[config.mk]
export PLATFORM = sky130hd
export DESIGN_NAME = stopwatch_ctrl
export DESIGN_NICKNAME = d
export VERILOG_FILES = /design/src/rtl/stopwatch_ctrl.sv
export SDC_FILE = /design/constraint.sdc
export NUM_CORES = 1
export LEC_CHECK = 0
export CORE_AREA = 2 2 98 100
export CTS_BUF_LIST = sky130_fd_sc_hd__clkbuf_4
export DETAILED_ROUTE_END_ITERATION = 8
export DIE_AREA = 0 0 100 102
export HOLD_SLACK_MARGIN = 0.05
export PLACE_DENSITY = 0.89
export SYNTH_ARGS = -nofsm -noshare
export SYNTH_HDL_FRONTEND = slang
export SYNTH_SLANG_ARGS = --single-unit
[constraint.sdc]
create_clock -name CLK_REF -period 12.38 [get_ports CLK_REF]
set_input_delay 3.714 -clock CLK_REF [delete_from_list [all_inputs] [get_ports CLK_REF]]
set_output_delay 3.714 -clock CLK_REF [all_outputs]
set_load 0.1 [all_outputs]
[src/rtl/stopwatch_ctrl.sv]
`timescale 1ns/1ps
// -----------------------------------------------------------------------------
// stopwatch_ctrl
//   Control FSM for the MM:SS stopwatch. Turns the divider's level clocks into
//   single-cycle ticks, debounces the user buttons/switches, sequences the
//   RUN / PAUSED / ADJUST modes, keeps the time count and drives per-field
//   display blanking. Pulses DIV_RES whenever the time is cleared so the
//   divider restarts its phase together with the count.
//
// Ports
//   CLK_REF    in   system clock, all state on rising edge
//   CLK_RES    in   asynchronous active-high reset
//   BTN_PAUSE  in   raw pause/resume button
//   BTN_RESET  in   raw clear-time button
//   SW_ADJ     in   raw adjust-mode switch (1 = adjust)
//   SW_SEL     in   raw adjust field select (0 = minutes, 1 = seconds)
//   CLK_1HZ    in   1 Hz level clock from the divider
//   CLK_2HZ    in   2 Hz level clock from the divider
//   CLK_BLINK  in   blink level clock from the divider
//   DIV_RES    out  one-cycle divider reset, coincident with the time clear
//   MIN, SEC   out  time fields, binary 0..59
//   BLANK_MIN  out  blank the minutes digits
//   BLANK_SEC  out  blank the seconds digits
//   STATE      out  00 RUN, 01 PAUSED, 10 ADJUST
// -----------------------------------------------------------------------------
module stopwatch_ctrl #(
  parameter int DEBOUNCE_CYCLES = 500000
) (
  input  logic       CLK_REF,
  input  logic       CLK_RES,
  input  logic       BTN_PAUSE,
  input  logic       BTN_RESET,
  input  logic       SW_ADJ,
  input  logic       SW_SEL,
  input  logic       CLK_1HZ,
  input  logic       CLK_2HZ,
  input  logic       CLK_BLINK,
  output logic       DIV_RES,
  output logic [5:0] MIN,
  output logic [5:0] SEC,
  output logic       BLANK_MIN,
  output logic       BLANK_SEC,
  output logic [1:0] STATE
);

  typedef enum logic [1:0] {
    ST_RUN    = 2'b00,
    ST_PAUSED = 2'b01,
    ST_ADJUST = 2'b10
  } state_t;

  localparam int CNT_W = (DEBOUNCE_CYCLES > 1) ? $clog2(DEBOUNCE_CYCLES + 1) : 1;
  localparam logic [CNT_W-1:0] CNT_LAST = CNT_W'(DEBOUNCE_CYCLES - 1);

  // ---------------------------------------------------------------------------
  // Divider clocks: 2-flop synchronizer, rising-edge detect on 1 Hz and 2 Hz.
  // Bit order: [0] 1 Hz, [1] 2 Hz, [2] blink.
  // ---------------------------------------------------------------------------
  logic [2:0] div_s1, div_s2;
  logic [1:0] div_prev;
  logic       tick_1hz, tick_2hz, blink;

  // NOTE: sequential state uses non-blocking assignments so every flop samples
  // the pre-edge value of its neighbours, which is what makes the 2-flop
  // synchronizer chain actually two stages deep.
  always_ff @(posedge CLK_REF or posedge CLK_RES) begin
    if (CLK_RES) begin
      div_s1   <= '0;
      div_s2   <= '0;
      div_prev <= '0;
    end else begin
      div_s1   <= {CLK_BLINK, CLK_2HZ, CLK_1HZ};
      div_s2   <= div_s1;
      div_prev <= div_s2[1:0];
    end
  end

  assign tick_1hz = div_s2[0] & ~div_prev[0];
  assign tick_2hz = div_s2[1] & ~div_prev[1];
  assign blink    = div_s2[2];

  // ---------------------------------------------------------------------------
  // User inputs: synchronize, then debounce. The debounced level only follows
  // the synchronized level after DEBOUNCE_CYCLES consecutive differing cycles;
  // any cycle that agrees restarts the count.
  // Bit order: [0] pause, [1] reset, [2] adj, [3] sel.
  // ---------------------------------------------------------------------------
  logic [3:0]       btn_s1, btn_s2, db, db_prev;
  logic [CNT_W-1:0] db_cnt [4];
  logic             press_pause, press_reset, adj, sel;

  // NOTE: the debounce counters are four ordinary registers, not a RAM, so they
  // take the asynchronous reset like everything else; a reset mid-debounce
  // therefore aborts the count.
  always_ff @(posedge CLK_REF or posedge CLK_RES) begin
    if (CLK_RES) begin
      btn_s1  <= '0;
      btn_s2  <= '0;
      db      <= '0;
      db_prev <= '0;
      for (int i = 0; i < 4; i++) db_cnt[i] <= '0;
    end else begin
      btn_s1  <= {SW_SEL, SW_ADJ, BTN_RESET, BTN_PAUSE};
      btn_s2  <= btn_s1;
      db_prev <= db;
      for (int i = 0; i < 4; i++) begin
        if (btn_s2[i] != db[i]) begin
          if (db_cnt[i] == CNT_LAST) begin
            db[i]     <= btn_s2[i];
            db_cnt[i] <= '0;
          end else begin
            db_cnt[i] <= db_cnt[i] + CNT_W'(1);
          end
        end else begin
          db_cnt[i] <= '0;
        end
      end
    end
  end

  assign press_pause = db[0] & ~db_prev[0];
  assign press_reset = db[1] & ~db_prev[1];
  assign adj         = db[2];
  assign sel         = db[3];

  // ---------------------------------------------------------------------------
  // Mode FSM
  // ---------------------------------------------------------------------------
  state_t state_q, state_nxt;

  // NOTE: the default assignment first guarantees every path drives state_nxt,
  // so no latch is inferred.
  always_comb begin
    state_nxt = state_q;
    unique case (state_q)
      ST_PAUSED: if (adj) state_nxt = ST_ADJUST;
                 else if (press_pause) state_nxt = ST_RUN;
      ST_RUN:    if (adj) state_nxt = ST_ADJUST;
                 else if (press_pause) state_nxt = ST_PAUSED;
      ST_ADJUST: if (!adj) state_nxt = ST_PAUSED;
      default:   state_nxt = ST_PAUSED;
    endcase
  end

  function automatic logic [5:0] inc60(input logic [5:0] v);
    return (v == 6'd59) ? 6'd0 : v + 6'd1;
  endfunction

  // Time count, divider reset and blanking. A clear has priority over any
  // tick landing in the same cycle. Blanking is derived from the next state
  // so it switches on the same edge as STATE.
  always_ff @(posedge CLK_REF or posedge CLK_RES) begin
    if (CLK_RES) begin
      state_q   <= ST_PAUSED;
      MIN       <= '0;
      SEC       <= '0;
      DIV_RES   <= 1'b0;
      BLANK_MIN <= 1'b0;
      BLANK_SEC <= 1'b0;
    end else begin
      state_q   <= state_nxt;
      DIV_RES   <= press_reset;
      BLANK_MIN <= (state_nxt == ST_ADJUST) && !sel && blink;
      BLANK_SEC <= (state_nxt == ST_ADJUST) &&  sel && blink;
      if (press_reset) begin
        MIN <= '0;
        SEC <= '0;
      end else if (state_q == ST_RUN && tick_1hz) begin
        SEC <= inc60(SEC);
        if (SEC == 6'd59) MIN <= inc60(MIN);
      end else if (state_q == ST_ADJUST && tick_2hz) begin
        // Adjust wraps the selected field alone; no carry between fields.
        if (sel) SEC <= inc60(SEC);
        else     MIN <= inc60(MIN);
      end
    end
  end

  assign STATE = state_q;

endmodule
# Word-level counts from Yosys, hierarchy flattened
# Cells that the tools add are included.
[op_classes]
bitwise_logic = 8
n_mul = 0
n_mux = 25
magnitude_cmp = 0
div_mod_pow = 0
reduce_logical = 16
n_addsub = 6
eq_ne = 15
shift = 0
[op_table]
columns = ["cell", "n"]
rows = [
  ["$mux 19", 8],
  ["$add 19x1->19 const B", 4],
  ["$eq 19x19->1 const B", 4],
  ["$mux 6", 11],
  ["$add 6x1->6 const B", 2],
  ["$eq 6x6->1 const B", 2],
  ["$mux 2", 5],
  ["$reduce_and 2->1", 5],
  ["$logic_and 1x1->1", 6],
  ["$pmux 2 s3", 1],
  ["$reduce_bool 3->1", 2],
  ["$and 1x1->1", 4],
  ["$eq 2x2->1 const B", 2],
  ["$ne 1x1->1", 4],
  ["$not 1->1", 4],
  ["$ne 3x1->1 const B", 1],
  ["$ne 3x2->1 const B", 1],
  ["$reduce_and 3->1", 1],
  ["$eq 2x1->1 const B", 1],
  ["$logic_not 2->1", 1],
  ["$logic_not 1->1", 1],
]
[word_totals]
rom_bits = 0
in_bits = 9
regBits = 115
memories = 0
out_inout_bits = 17
latch_bits = 0
ramBits = 0
wordCells = 90

# Depth between registers and ports, before layout
[logic_depth]
word_depth = 8
mapped_depth = 6
depth_no_buf = 5

# Worst setup path before layout
# OpenSTA, ideal clock, no wires.
[synth_path]
path_type = "register to output"
startpoint = "register SEC[5]"
endpoint = "output port SEC[5]"
t_arrival_ns = 0.970
stages_incl_launch_ff = 1
required_ns = 8.666
slack_ns = 7.696
n_path_buf = 0
cell_sequence = "dfrtp_1"
[synth_lines]
columns = ["element", "line_no", "rtl"]
rows = [
  ["start, declared", "40", "output logic [5:0] SEC,"],
  ["start signal, assigned", "169", "SEC <= inc60(SEC);"],
  ["start signal, assigned", "173", "if (sel) SEC <= inc60(SEC);"],
]
# No word-level cell between the ends.

# Final worst setup path
[layout_path]
startpoint = "register state_q[0], in the netlist STATE[0]"
endpoint = "output port STATE[0]"
[layout_lines]
columns = ["element", "line_no", "rtl"]
rows = [
  ["start, declared", "129", "state_t state_q, state_nxt;"],
  ["start signal, assigned", "161", "state_q <= state_nxt;"],
  ["end, declared", "43", "output logic [1:0] STATE"],
]
# No word-level cell between the ends.

==> results.toml <==
[status]
status = "finished clean"

[sta]
skew_ns = 0.01688
relSlewSlack_pct = 22.29
layout_min_cycle_time_ns = 5.982
setup_violations = 0
hold_viol = 0
rsz0062_at_grt = "false"
final_max_slew_viol_count = 0
tns_ns = 0
clock.fmax_mhz = 167.2
fin_crit_sh_pct = 48.32
worst_pin_slew_ns = 1.163

[power]
fin_total_pwr_w = 0.0007538
ir_drop_mv = 0.1197
p_leak_nw = 2.407
power-per-cell-area_mw_per_mm2 = 125.7

[critical_path]
start_kind = "flop"
crit_start = "STATE[0]"
path_buf_inv = 1
path_cells = "clkdlybuf4s50_1"
critPathRequiredTime_ns = 8.67
r2r-start = "db_cnt[7]"
crit_slowest_cell = "clkdlybuf4s50_1"
cp.arrival_ns = 2.27
worst_path_largest_cell_delay_ns = 1.16
setup.worst_path.end_class = "output port"
cp_max_fo = 5
critical_path.top_delay_family = "buffers and inverters"
critPathKind = "flop to output port"

[yosys]
synth_area_per_cell_um2 = 10.23
synth_edf_count = 0
netlist_area_mm2 = 0.005391
ys_warn_count = 0
synthCells = 527
synth_seq_area_share_pct = 53.40
ys.flop_type = "dfrtp_1"
synthTopCellsByCount = "114 x dfrtp_1, 84 x nor2_1, 44 x xnor2_1, 33 x nand2_1, 31 x nand3_1"
ys_ff_latch = 115
async_flop_share_pct = 100.0
synth.area.top_cells = "dfrtp_1 53%, xnor2_1 7.1%, nor2_1 5.8%, nand4_1 3.0%, xor2_1 2.9%"
synth_top_area_cell = "dfrtp_1"
synth_cell_types = 57
synth_nets = 542
synth_top_area_share_pct = 52.91
yosysMostFrequentCell = "dfrtp_1"

[routing]
ant_nets = 0
wl_um = 10590
route.detailed.drc = 0
drt_pre_antenna_iters = 4
wl_per_cell_um = 15.48
num_vias = 4072
initialDrtViolationCount = 319
viasPerCell = 5.953

[hold_path]
worstHoldStart = "btn_s1[3]"
min_path_type = "flop to flop"

[clock_tree]
clk_pin_slew_worst_paths_ns = 0.10
ctsHoldBuffers = 0
cts_buffer_depth = 2
ctsResizeCount = 0
cts_sinks = 115
cts_setup_buffers = 0
insertion_delay_ns = 0.52
cts_tree = "yes"
htree_levels = 4
cts_buffers = 17
cts_root_buf = "clkbuf_4"

[cells_and_area]
fin_nets = 575
multi_input_area_mm2 = 0.002392
seqCellArea_mm2 = 0.002879
antenna_cells = 0
syn2layout_area_growth_pct = 11.19
drive_above_1_share_pct = 9.948
nFillCells = 672

[grt]
grt_usage_pct = 23.00
grt_max_degree = 79
grt_pass1_wl_um = 18520
grt_pass1_vias = 4044
antenna_found_initial = 0
grt_overflow = 0

[run]
max-cap-violations = 0

[floorplanning]
core_mm2 = 0.009109
num_rows = 35
ioPinCount = 26
die_x_um = 100
start_util_pct = 59.19
dieArea_mm2 = 0.01020
dieHeight_um = 102

[placed_design]
dp_hpwl_um = 7261
routabilityCongestion = 0.8667
port_buffers = 25
## logic make-up (layout without fill, tap and decap cells)
| kind of cell | after synthesis | after routing | synth area share (%) |
|---|---|---|---|
| muxes | 8 | 8 | 1.601 |
| DFF | 115 | 115 | 53.40 |
| AOI/OAI and AO/OA | 53 | 53 | 6.498 |
| and+or+nand+nor | 255 | 255 | 24.81 |
| xor gates and xnor gates | 62 | 62 | 10.07 |
| buffers and inverters | 28 | 74 | 2.228 |
| adders and majority gates | 6 | 6 | 1.392 |
## placed cells by master (no fill, tap or decap), types with 14 or more instances in the layout
cell type and instances:
a21oi_1 14, clkbuf_4 17, clkdlybuf4s50_1 25, dfrtp_1 114, inv_1 15, nand2_1 33
nand3_1 31, nand4_1 26, nor2_1 84, nor3_1 14, nor4_1 20, o21ai_0 14
xnor2_1 44, xor2_1 18
## per-stage QoR
step                utilization, %  area, µm²  setup slack (ns)  hold WS [ns]  instances
floorplan                        -       5391             5.624        0.3312        527
global placement             62.91       5731             6.935        0.3346        652
detailed placement           62.91       5731             6.891        0.3355        652
CTS                          65.81       5995             6.354        0.3602        684
global route                 65.81       5995             6.322        0.3689        684
finish                       65.81       5995             6.398        0.3572        684
## registers in the layout (all words and copies together), names as in the netlist
register and flops:
BLANK_MIN 1, SEC 6, db_cnt 76, STATE 2, div_prev 2, MIN 6
btn_s1 4, db_prev 2, db 4, btn_s2 4, div_s1 3, DIV_RES 1
div_s2 3, BLANK_SEC 1
## report_power, final
part	internal (W)	switching [W]	leakage [nW]
Clock	0.000101	0.000154	0.130
Sequential	0.000388	0.0000137	1.54
Combinational	0.0000245	0.0000734	0.738
## layout make-up
cell class                 instances  area share [%]
timing repair buffer              26           4.300
clock buffer                      17           2.129
multi-input combinational        384           39.91
sequential                       115           48.03
clock inverter                    15           2.275
inverter                          16           1.044
tap                              111           2.317
## path summary, 6_finish.rpt
kind	to	cells past startpoint	slack, ns
max	STATE[0]	1	6.40
max in group asynchronous	db[2]	3	7.51
max reg2reg	db_cnt[8]	4	10.02
min in group asynchronous	SEC[0]	2	3.55
min	btn_s2[3]	0	0.36
min reg2reg	btn_s2[3]	0	0.36
## metal layers
metal  global-route usage (%)  part of all wire (%)  vias up
li1                         -                     -     1939
met1                    28.68                    43     1991
met2                    39.09                    51      116
met3                    5.951                   4.5       26
met4                    8.641                   2.0        0
met5                        0                     0        -
(Power assumes the default switching activity.)
